### config.mk
export PLATFORM = sky130hd
export DESIGN_NAME = scan_chain_driver
export DESIGN_NICKNAME = d
export VERILOG_FILES = /design/src/rtl/scan_chain_driver.sv
export SDC_FILE = /design/constraint.sdc
export NUM_CORES = 1
export LEC_CHECK = 0
export ABC_AREA = 1
export BUFFER_PORTS_ARGS = -buffer_cell sky130_fd_sc_hd__buf_4
export CAP_MARGIN = 20
export CORE_UTILIZATION = 56
export CTS_BUF_LIST = sky130_fd_sc_hd__clkbuf_8
export CTS_CLUSTER_DIAMETER = 80
export DETAILED_ROUTE_END_ITERATION = 16
export GPL_TIMING_DRIVEN = 0
export PLACE_DENSITY = 0.81
export SLEW_MARGIN = 20
export SYNTH_ARGS = -nofsm -noshare
export SYNTH_HDL_FRONTEND = slang
export SYNTH_SLANG_ARGS = --single-unit
### constraint.sdc
create_clock -name CP -period 1.8 [get_ports CP]
set_input_delay 0.36 -clock CP [delete_from_list [all_inputs] [get_ports CP]]
set_output_delay 0.36 -clock CP [all_outputs]
set_load 0.05 [all_outputs]
### src/rtl/scan_chain_driver.sv
`default_nettype none
// ============================================================================
// Module   : scan_chain_driver
// Brief    : Serial load/unload master for a single scan chain, with an
//            optional single functional capture cycle between the two shifts.
// Revision : 1.0
// ============================================================================
module scan_chain_driver #(
    parameter int CHAIN_LEN = 32
) (
    input  logic                 CP,
    input  logic                 CD,
    input  logic                 req_valid,
    output logic                 req_ready,
    input  logic [CHAIN_LEN-1:0] req_data,
    input  logic                 req_capture,
    output logic                 scan_se,
    output logic                 scan_si,
    input  logic                 scan_so,
    output logic                 rsp_valid,
    input  logic                 rsp_ready,
    output logic [CHAIN_LEN-1:0] rsp_data,
    output logic                 busy
);

    localparam int CW = $clog2(CHAIN_LEN + 1);

    localparam logic [2:0] c_idle   = 3'd0;
    localparam logic [2:0] c_shift1 = 3'd1;
    localparam logic [2:0] c_capt   = 3'd2;
    localparam logic [2:0] c_shift2 = 3'd3;
    localparam logic [2:0] c_resp   = 3'd4;

    localparam logic [CW-1:0] c_last = CW'(CHAIN_LEN - 1);

    logic [2:0]           r_state;
    logic [CHAIN_LEN-1:0] r_tx;
    logic [CHAIN_LEN-1:0] r_rx;
    logic [CW-1:0]        r_cnt;
    logic                 r_cap;
    logic                 r_se;
    logic                 r_rsp_valid;
    logic                 r_busy;
    logic                 r_idle;
    logic [CHAIN_LEN-1:0] w_rx_next;

    // Scan-out enters at bit 0, so after L shifts bit i holds flop i.
    generate
        if (CHAIN_LEN == 1) begin : g_rx_single
            assign w_rx_next = scan_so;
        end else begin : g_rx_multi
            assign w_rx_next = {r_rx[CHAIN_LEN-2:0], scan_so};
        end
    endgenerate

    always_ff @(posedge CP) begin
        if (CD) begin
            r_state     <= c_idle;
            r_tx        <= '0;
            r_rx        <= '0;
            r_cnt       <= '0;
            r_cap       <= 1'b0;
            r_se        <= 1'b0;
            r_rsp_valid <= 1'b0;
            r_busy      <= 1'b0;
            r_idle      <= 1'b1;
        end else begin
            case (r_state)
                c_idle: begin
                    if (req_valid && r_idle) begin
                        r_tx    <= req_data;
                        r_cap   <= req_capture;
                        r_cnt   <= '0;
                        r_se    <= 1'b1;
                        r_busy  <= 1'b1;
                        r_idle  <= 1'b0;
                        r_state <= c_shift1;
                    end
                end
                c_shift1: begin
                    r_tx <= r_tx << 1;
                    r_rx <= w_rx_next;
                    if (r_cnt == c_last) begin
                        r_cnt <= '0;
                        r_se  <= 1'b0;
                        if (r_cap) begin
                            r_state <= c_capt;
                        end else begin
                            r_rsp_valid <= 1'b1;
                            r_state     <= c_resp;
                        end
                    end else begin
                        r_cnt <= r_cnt + CW'(1);
                    end
                end
                c_capt: begin
                    r_cnt   <= '0;
                    r_se    <= 1'b1;
                    r_state <= c_shift2;
                end
                c_shift2: begin
                    r_rx <= w_rx_next;
                    if (r_cnt == c_last) begin
                        r_cnt       <= '0;
                        r_se        <= 1'b0;
                        r_rsp_valid <= 1'b1;
                        r_state     <= c_resp;
                    end else begin
                        r_cnt <= r_cnt + CW'(1);
                    end
                end
                c_resp: begin
                    if (rsp_ready) begin
                        r_rsp_valid <= 1'b0;
                        r_busy      <= 1'b0;
                        r_idle      <= 1'b1;
                        r_state     <= c_idle;
                    end
                end
                default: begin
                    r_se        <= 1'b0;
                    r_rsp_valid <= 1'b0;
                    r_busy      <= 1'b0;
                    r_idle      <= 1'b1;
                    r_state     <= c_idle;
                end
            endcase
        end
    end

    // tx drains to all-zero by the end of the first shift, so its MSB is
    // already the required 0 in every non-SHIFT1 state.
    assign scan_si   = r_tx[CHAIN_LEN-1];
    assign scan_se   = r_se;
    assign rsp_valid = r_rsp_valid;
    assign rsp_data  = r_rx;
    assign busy      = r_busy;
    assign req_ready = r_idle & ~CD;

endmodule
`default_nettype wire

==> metrics <==
fmax 0.624 GHz; number of synthesis warnings 0; post-synthesis mux area share 0%; post-DP HPWL 5620 µm; worst rel slew slack 61.1%; Setup Fix Bufs, Post-CTS 0; Clock Latency Late Sink 350 ps; logic gate share of total power 51.5%; post-synth top area share 45.5%; most used cell, CP buf_4; DP Area 0.00408 mm²; gpl congestion 0.844; Sequential Power Share 31.1%; global-route wire length before repair 13500 µm; Setup TNS 0 ps; clock transition at the registers of the reported paths 80 ps; post-synthesis sequential area ratio 45.5%; TritonCTS Sinks 78; Post-Synth Adder-Cell Area 0.365%; Initial Utilization 57.9%; Routed Antenna Nets 0; dominant synthesized flop cell dfxtp_1; total chip power 0.00921 W; Filler cells 506; Synth Area in XOR/XNOR 0%; Hold Crit Class input pin to flip-flop; Post-Syn Nets 523; CP Max Fanout 10; Startpoint Class input pin; Final Cell Area 0.00433 mm²; CP cell instances buf_4 -> clkbuf_1 -> nor2_1 -> buf_4; actual slew at the worst max-slew pin 583 ps; Crit Path Class input pin to primary output; pwr dens 2130 mW/mm²; largest family of logic cells by synthesized area simple AND/OR/NAND/NOR gates; top cells by count, synth nor2_1 (113), o21ai_0 (83), dfxtp_1 (78); switching portion of total power 46.4%; post-synthesis async set-or-reset flop share 0%; Clock Tree Buf Depth 2; I/O pin cnt 75; Residual DRC 0; Worst VDD drop 1.37 mV; Cell Int Power 0.00494 W; max incr delay on CP 460 ps; flops & latches, synth 78; Max-Cap Viols 0; EDFF count, synth 0; element type at the critical path end primary output; syn_area_per_cell 7.09 µm²; RSZ-0062 raised after global routing false; area share of and/or/nand/nor cells after synthesis 26.0%; CP arrival 1240 ps; CTS root buf clkbuf_8; Total Routing Usage GR 27.3%; count leader, synth nor2_1; post-synthesis compound-gate area fraction 17.8%; Core Region 0.00592 mm²; Final nets 608; final setup vio count 0; minimum clock period 1600 ps; Final Skew 5.65 ps; total gr overflow 0; Chip Height 80.3 µm; leakage 2.09 nW; die area 0.00644 mm²; Syn-to-layout area delta 26.2%; initial antenna violation count 0; CTS tree yes; Inserted Clock Buffers 9; period utilization 89.1%; Slowest cell on crit path clkbuf_1; Post-Synthesis Cells 484; die width 80.3 µm; net load switching power 0.00427 W; Pre-Repair DR Iteration Count 5; vias in the first global route 3042; max-slew violations 0; outcome completed; cell family with most CP delay buffers and inverters; post_cts resized 0; CTS Hold Bufs 0; vias per cell 5.22; post-synth top area cell dfxtp_1; Rows 28; PortBufs 74; Hold Vio Cnt, Final 0; H-tree lvl count 3; Synth Cell Area 0.00343 mm²; DR WL/cell 12.7 µm; synth unique cells 28; DRT iter0 DRCs 125; Critical path buffers and inverters 3; share of layout cells above drive strength 1 21.4%; Worst Path Required 1440 ps; drt total wl 8250 µm; Synth area leaders dfxtp_1 (46%), nor2_1 (12%), o21ai_0 (12%); vias 3390; ant diodes 0; largest net degree at the start of global routing 13; clock share of power 17.5%
==> worst paths after layout <==
check / start / endpoint / slack, ps / cells past startpoint
setup / recovery: CD / req_ready / 200 / 4
setup reg to reg: r_state[0]$_SDFFE_PP0P_ / r_tx[6]$_SDFFE_PP0P_ / 280 / 7
hold reg to reg: busy$_SDFFE_PP0P_ / busy$_SDFFE_PP0P_ / 450 / 2
hold / removal: CD / r_tx[1]$_SDFFE_PP0P_ / 190 / 2
==> state kept, by name, summed over array words and instances, names as in the netlist <==
register   count
r_idle         1
scan_se        1
busy           1
r_state        3
rsp_data      32
r_cap          1
rsp_valid      1
r_tx          32
r_cnt          6
==> kinds of logic after synthesis <==
family / count (synthesis)
flops: 78
simple gates: 212
fa+ha+maj: 1
buf+inv: 77
compound gates: 116
==> layout make-up <==
class | instances | area, µm² | area share (%)
inverter | 51 | 199 | 4.60
sequential | 78 | 1560 | 36.1
multi-input combinational | 329 | 1520 | 35.0
tap | 75 | 93.8 | 2.17
timing repair buffer | 74 | 556 | 12.8
clock buffer | 11 | 151 | 3.50
buffer | 26 | 155 | 3.58
clock inverter | 5 | 97.6 | 2.25
==> routing by layer <==
layer / wire [µm] / share of wire (%) / track usage, %
met1: 3700 / 45 / 33.7
met4: 178 / 2.2 / 12.5
met2: 3790 / 46 / 44.2
met5: 0 / 0 / 0
met3: 580 / 7.0 / 7.27
==> through the flow <==
step | setup WS [ps] | instances | hold WS, ps | utilization (%)
2_1_floorplan | 190 | 484 | 422 | -
3_3_place_gp | 186 | 633 | 436 | 68.9
3_5_place_dp | 182 | 633 | 438 | 68.9
4_1_cts | 189 | 649 | 183 | 73.1
5_1_grt | 155 | 649 | 187 | 73.1
6_report | 196 | 649 | 192 | 73.1
==> cells in the final DEF, fill, tap and decap left out, drive strengths merged <==
cell    instances
o21ai          88
bufinv          3
nor2          115
nor3            1
dfxtp          78
a21oi          28
clkinv          1
nand2          77
inv            52
nand3b          1
clkbuf         21
buf            90
nand3          18
ha              1
==> power groups by stage <==
stage,registers (W),logic (W),clock network [W]
6_report,0.00286,0.00474,0.00161
3_3_place_gp,0.00285,0.00461,0
5_1_grt,0.00295,0.00519,0.00170
3_5_place_dp,0.00287,0.00469,0
4_1_cts,0.00285,0.00473,0.00162
2_1_floorplan,0.00390,0.00242,0
(Power assumes the default switching activity.)
